$ cat src/rtl/mmm_pkg.sv
// ============================================================================
//  Module   : mmm_pkg
//  Purpose  : Shared instruction-cache types and line geometry constants.
//  Revision : 1.0 - initial release
// ============================================================================
`default_nettype none

package mmm_pkg;

    localparam int ICACHE_BEATS  = 4;
    localparam int ICACHE_LINE_W = 32 * ICACHE_BEATS;

    typedef enum logic [2:0] {
        S_IDLE     = 3'd0,
        S_LOOKUP   = 3'd1,
        S_MISS_REQ = 3'd2,
        S_REFILL   = 3'd3,
        S_RESPOND  = 3'd4
    } icache_state_t;

endpackage

`default_nettype wire

$ cat src/rtl/icache_refill_buf.sv
// ============================================================================
//  Module   : icache_refill_buf
//  Purpose  : Assembles 32-bit refill beats into one cache line.
//  Revision : 1.0 - initial release
// ============================================================================
`default_nettype none

module icache_refill_buf
    import mmm_pkg::*;
#(
    parameter int BEATS = ICACHE_BEATS
) (
    input  logic                  clk_i,
    input  logic                  rst_i,
    input  logic                  start_i,
    input  logic                  en_i,
    input  logic                  beat_valid_i,
    input  logic [31:0]           beat_data_i,
    output logic [32*BEATS-1:0]   line_o,
    output logic [32*BEATS-1:0]   line_next_o,
    output logic                  last_o
);

    localparam int c_cnt_w  = (BEATS > 1) ? $clog2(BEATS) : 1;
    localparam int c_line_w = 32 * BEATS;

    logic [c_cnt_w-1:0]  r_cnt;
    logic [c_line_w-1:0] r_line;
    logic                w_take;

    assign w_take = en_i && beat_valid_i;
    assign last_o = w_take && (r_cnt == c_cnt_w'(BEATS - 1));
    assign line_o = r_line;

    // Beats shift in from the top so beat k ends up at bits [32k+31:32k].
    generate
        if (BEATS > 1) begin : g_shift
            assign line_next_o = {beat_data_i, r_line[c_line_w-1:32]};
        end else begin : g_single
            assign line_next_o = beat_data_i;
        end
    endgenerate

    always_ff @(posedge clk_i or posedge rst_i) begin
        if (rst_i) begin
            r_cnt  <= '0;
            r_line <= '0;
        end else if (start_i) begin
            r_cnt <= '0;
        end else if (w_take) begin
            r_line <= line_next_o;
            r_cnt  <= last_o ? '0 : r_cnt + 1'b1;
        end
    end

endmodule

`default_nettype wire

$ cat src/rtl/icache_ctrl.sv
// ============================================================================
//  Module   : icache_ctrl
//  Purpose  : Direct-mapped instruction cache controller with line refill.
//  Revision : 1.0 - initial release
// ============================================================================
`default_nettype none

module icache_ctrl
    import mmm_pkg::*;
#(
    parameter int NUM_LINES = 16,
    parameter int BEATS     = ICACHE_BEATS
) (
    input  logic                clk_i,
    input  logic                rst_i,
    input  logic                flush_i,
    input  logic                invalidate_i,
    input  logic                read_req_i,
    input  logic [31:0]         read_addr_i,
    output logic                read_done_o,
    output logic [32*BEATS-1:0] read_line_o,
    output logic                mem_req_valid_o,
    input  logic                mem_req_ready_i,
    output logic [31:0]         mem_addr_o,
    input  logic                mem_resp_valid_i,
    input  logic [31:0]         mem_resp_data_i
);

    localparam int c_idx_w  = (NUM_LINES > 1) ? $clog2(NUM_LINES) : 1;
    localparam int c_tag_w  = 32 - 4 - c_idx_w;
    localparam int c_line_w = 32 * BEATS;

    icache_state_t       r_state;
    logic [31:0]         r_addr;
    logic [31:0]         r_pend_addr;
    logic                r_pend;
    logic                r_squash;
    logic [NUM_LINES-1:0] r_valid;
    logic [c_tag_w-1:0]  r_tag_arr  [NUM_LINES];
    logic [c_line_w-1:0] r_data_arr [NUM_LINES];

    logic [c_idx_w-1:0]  w_idx;
    logic [c_tag_w-1:0]  w_tag;
    logic                w_hit;
    logic                w_last;
    logic                w_wr;
    logic                w_squashed;
    logic                w_buf_take;
    logic [c_line_w-1:0] w_buf_line;
    logic [c_line_w-1:0] w_buf_next;
    logic                w_unused_bits;

    assign w_idx         = r_addr[4 +: c_idx_w];
    assign w_tag         = r_addr[31 -: c_tag_w];
    assign w_hit         = r_valid[w_idx] && (r_tag_arr[w_idx] == w_tag);
    assign w_wr          = (r_state == S_REFILL) && w_last;
    assign w_squashed    = r_squash || flush_i;
    assign w_buf_take    = (r_state == S_REFILL) && r_squash && read_req_i && !flush_i;
    assign w_unused_bits = ^{r_addr[3:0], r_pend_addr[3:0]};

    icache_refill_buf #(.BEATS(BEATS)) u_refill_buf (
        .clk_i        (clk_i),
        .rst_i        (rst_i),
        .start_i      (r_state == S_MISS_REQ),
        .en_i         (r_state == S_REFILL),
        .beat_valid_i (mem_resp_valid_i),
        .beat_data_i  (mem_resp_data_i),
        .line_o       (w_buf_line),
        .line_next_o  (w_buf_next),
        .last_o       (w_last)
    );

    assign read_done_o     = !flush_i && (((r_state == S_LOOKUP) && w_hit) || (r_state == S_RESPOND));
    assign read_line_o     = !read_done_o ? '0 :
                             (r_state == S_LOOKUP) ? r_data_arr[w_idx] : w_buf_line;
    assign mem_req_valid_o = (r_state == S_MISS_REQ);
    assign mem_addr_o      = mem_req_valid_o ? {r_addr[31:4], 4'b0000} : 32'd0;

    // Tag and data storage carry no reset; only the valid bits gate their use.
    always_ff @(posedge clk_i) begin
        if (w_wr) begin
            r_tag_arr[w_idx]  <= w_tag;
            r_data_arr[w_idx] <= w_buf_next;
        end
    end

    always_ff @(posedge clk_i or posedge rst_i) begin
        if (rst_i) begin
            r_state     <= S_IDLE;
            r_addr      <= '0;
            r_pend_addr <= '0;
            r_pend      <= 1'b0;
            r_squash    <= 1'b0;
            r_valid     <= '0;
        end else begin
            if (invalidate_i) begin
                r_valid <= '0;
            end else if (w_wr) begin
                r_valid[w_idx] <= 1'b1;
            end

            case (r_state)
                S_IDLE: begin
                    if (!flush_i && read_req_i) begin
                        r_addr  <= read_addr_i;
                        r_state <= S_LOOKUP;
                    end
                end
                S_LOOKUP, S_RESPOND: begin
                    if (flush_i) begin
                        r_state <= S_IDLE;
                    end else if (r_state == S_LOOKUP && !w_hit) begin
                        r_state <= S_MISS_REQ;
                    end else if (read_req_i) begin
                        r_addr  <= read_addr_i;
                        r_state <= S_LOOKUP;
                    end else begin
                        r_state <= S_IDLE;
                    end
                end
                S_MISS_REQ: begin
                    if (mem_req_ready_i) begin
                        r_squash <= flush_i;
                        r_state  <= S_REFILL;
                    end else if (flush_i) begin
                        r_state <= S_IDLE;
                    end
                end
                S_REFILL: begin
                    if (flush_i) r_squash <= 1'b1;
                    if (w_buf_take) begin
                        r_pend      <= 1'b1;
                        r_pend_addr <= read_addr_i;
                    end
                    // A squashed refill still lands in the array but resumes at the buffered request.
                    if (w_last) begin
                        r_squash <= 1'b0;
                        r_pend   <= 1'b0;
                        if (!w_squashed) begin
                            r_state <= S_RESPOND;
                        end else if (w_buf_take) begin
                            r_addr  <= read_addr_i;
                            r_state <= S_LOOKUP;
                        end else if (r_pend) begin
                            r_addr  <= r_pend_addr;
                            r_state <= S_LOOKUP;
                        end else begin
                            r_state <= S_IDLE;
                        end
                    end
                end
                default: r_state <= S_IDLE;
            endcase
        end
    end

endmodule

`default_nettype wire

$ cat config.mk
export PLATFORM = sky130hd
export DESIGN_NAME = icache_ctrl
export DESIGN_NICKNAME = d
export VERILOG_FILES = /design/src/rtl/mmm_pkg.sv /design/src/rtl/icache_refill_buf.sv /design/src/rtl/icache_ctrl.sv
export SDC_FILE = /design/constraint.sdc
export NUM_CORES = 2
export LEC_CHECK = 0
export BUFFER_PORTS_ARGS = -buffer_cell sky130_fd_sc_hd__clkbuf_2
export CAP_MARGIN = 20
export CORE_ASPECT_RATIO = 0.75
export CORE_MARGIN = 3
export CORE_UTILIZATION = 55
export DETAILED_ROUTE_END_ITERATION = 7
export PLACE_DENSITY_LB_ADDON = 0.05
export SYNTH_ARGS = -nofsm -noshare
export SYNTH_HDL_FRONTEND = slang
export SYNTH_HIERARCHICAL = 1
export SYNTH_SLANG_ARGS = --single-unit
$ cat constraint.sdc
create_clock -name clk_i -period 12.65 [get_ports clk_i]
set_clock_uncertainty 0.15 [all_clocks]
set_input_delay 0 -clock clk_i [delete_from_list [all_inputs] [get_ports clk_i]]
set_output_delay 0 -clock clk_i [all_outputs]
set_load 0.02 [all_outputs]
==> results.json <==
{
  "status": "completed",
  "worstMarginPinSlew_ns": 1.105,
  "synth.top_cell.area_share": 0.7072,
  "dpl_cell_area_sq_um": 106400,
  "cp_common_cell": "buf_4",
  "cp-end-kind": "output pin",
  "drv_slew": 0,
  "synth.avg_cell_area_sq_um": 22.57,
  "path_delay_family": "buffers and inverters",
  "crit_slowest_cell": "dfrtp_4",
  "clock_path_buffers": 3,
  "first_pass_iters": 8,
  "path_class": "flip-flop to output pin",
  "met3_length_um": 13770,
  "fp.dieH_um": 381.3,
  "hold_class": "input port to flip-flop",
  "drive_gt1_frac": 0.3072,
  "rows": 137,
  "drt_iter0_markers": 5060,
  "postCtsSetupRepairBufs": 0,
  "multi_input_area_sq_um": 22850,
  "portBuffers": 224,
  "coreArea_sq_um": 186300,
  "grt_pass1_vias": 49650,
  "grt_max_degree": 131,
  "critPathBufInv": 4,
  "antenna_found_initial": 5,
  "boundaryPins": 233,
  "area_growth_pct": 12.32,
  "synth_top_flop_cell": "edfxtp_1",
  "yosys.area.top_type": "edfxtp_1",
  "drc": 0,
  "synth_top_family_by_area": "multiplexers",
  "worstPathRequired_ns": 12.50,
  "setup_violations": 0,
  "dpl.hpwl_um": 121900,
  "num_vias": 48150,
  "placed_cells": 7022,
  "drt-total-wl_um": 247400,
  "wl_per_cell_um": 32.32,
  "cts.htree.levels": 4,
  "synth-async-reset-ratio": 0.07844,
  "syn_area_sq_um": 103300,
  "cts_made_buffers": 240,
  "gr-total-overflow": 0,
  "drt-vias-per-instance": 6.288,
  "fillers": 12730,
  "finalCriticalPeriod_ns": 7.166,
  "clk-insertion-delay-late_ns": 0.84,
  "hold_violations": 0,
  "cts.clk_slew.worst_paths_ns": 0.06,
  "vdd_drop_max_mv": 0.1796,
  "final_cell_area_sq_um": 116000,
  "cts.sinks": 2639,
  "cts_resized": 0,
  "ff_latch_area_sq_um": 78220,
  "synth_edf_count": 2432,
  "gp_congestion": 0.7473,
  "die-area_sq_um": 193000,
  "p_leak_nw": 38.09,
  "synth_xor_area_frac": 0.001527,
  "cp.arrival_ns": 7.02,
  "fin_crit_sh": 0.5665,
  "layout_commonest_cell": "edfxtp_1",
  "yosys.area_share.simple": 0.01240,
  "highest_layer": "met4",
  "final_net_count": 5012,
  "ctsHoldBuffers": 177,
  "synth_seq_cells": 2639,
  "cp_cell_sequence": "buf_12 > buf_4 > mux4_2 > mux2i_1 > nor3_1 > a21oi_1 > o2111ai_1 > or4b_1 > o41a_2 > buf_4 > nor2_1 > clkbuf_2",
  "cts_tree": "done",
  "ys_top_cells_by_area": "edfxtp_1 71%, mux4_2 16%, dfrtp_1 5.0%, mux2i_1 2.3%, mux2_2 1.7%",
  "yosysSeqAreaShare": 0.7574,
  "die_w_um": 506.3,
  "synth_compound_area_frac": 0.007222,
  "cp_slowest_stage_delay_ns": 0.91,
  "maxCapViolations": 0,
  "ant_nets": 0,
  "fmax_mhz": 139.6,
  "grt_pass1_wl_um": 360000,
  "total_power_mw": 25.23,
  "powerDensity_nw_per_um2": 217.5,
  "rsz0062_at_grt": "false",
  "cp-start-kind": "flip-flop",
  "root_buffer": "clkbuf_16",
  "final_cell_mix": "2432 x edfxtp_1, 726 x mux4_2, 247 x clkbuf_16",
  "drt-met1-wl_um": 108300,
  "cp_max_fo": 101,
  "synth-adder-area-share": 0.0001212,
  "setup_tns_ns": 0,
  "yosysUniqueCellTypes": 62,
  "final_cells": 7657,
  "muxShareOfSynthArea": 0.1985,
  "wl_met2_um": 121500,
  "finish.utilization": 0.6225,
  "grt_usage": 0.2595,
  "synth_warnings": 6,
  "maxSlewHeadroom": 0.2598,
  "postSynthCellCount": 4575,
  "start_util": 0.5542
}
[synthesized netlist by cell type, types with 5 or more instances]
master and count:
a21oi_1 15, a22o_1 5, a22oi_1 16, and3_1 7, buf_1 56, buf_2 15, buf_4 142, buf_6 31
clkbuf_1 124, dfrtp_1 207, edfxtp_1 2432, inv_1 33, mux2_2 159, mux2i_1 233, mux4_2 726, nand2_1 25
nand3_1 6, nand4_1 7, nor2_1 181, nor2b_1 7, nor3_1 38, o21ai_0 12, o22ai_1 6, xnor2_1 18
[worst register-to-register path, delay by kind of cell, from the launching register on]
kind	cells	cell delay, ns
buf+inv	3	2.22
mux	3	1.50
flops	1	0.91
simple gates	2	0.59
xor+xnor	1	0.28
compound gates	1	0.22
[final cells by class]
class                           instances  share of cell area
Antenna cell                            2          0.00004315
Clock buffer                          323             0.05704
Clock inverter                        132             0.01045
Inverter                               34            0.001241
Multi-Input combinational cell       1534              0.1970
Sequential cell                      2639              0.6744
Tap cell                             2502             0.02699
Timing Repair Buffer                  491             0.03281
[per-layer routing]
layer,vias up,GRT usage
li1,19720,-
met1,26570,0.3928
met2,1598,0.4177
met3,253,0.03208
met4,0,0.04815
met5,-,0
[per-stage QoR]
stage	hold slack, ns	setup WS [ns]
after global placement	-0.1787	6.329
after floorplan	-0.08359	3.027
after CTS	0.003131	5.377
after detailed placement	-0.1782	6.322
final	0.06610	5.484
after global routing	0.04125	4.953
[sequential cells by signal, indices dropped and copies added (netlist names)]
signal               cells
r_state                  3
r_squash                 1
r_data_arr            2048
r_pend_addr             28
r_valid                 16
r_addr                  28
r_pend                   1
r_tag_arr              384
u_refill_buf/r_cnt       2
u_refill_buf/line_o    128
[where the power goes]
group          total [mW]  switching, mW  internal, mW
Clock                7.20           3.15          4.05
Sequential           11.7           1.15          10.6
Combinational        6.33           3.22          3.11
[kinds of logic after synthesis]
kind of cell / Yosys count
xor gates and xnor gates: 18
other: 1
and+or+nand+nor: 292
buffers and inverters: 405
adders and majority gates: 1
muxes: 1119
AOI/OAI and AO/OA: 100
DFF: 2639
[final timing paths]
path	slack [ns]	start	endpoint	depth (start not counted)
max in group asynchronous	10.01	rst_i	u_refill_buf/line_o[46]	6
max	5.48	r_addr[4]	read_line_o[65]	12
min	0.07	mem_resp_data_i[25]	r_data_arr[6][121]	2
min reg2reg	0.34	r_valid[14]	r_valid[14]	2
max reg2reg	6.69	r_addr[4]	r_addr[23]	10
min in group asynchronous	0.11	rst_i	r_pend_addr[4]	4
No activity file was read; power rests on OpenSTA's default activity.
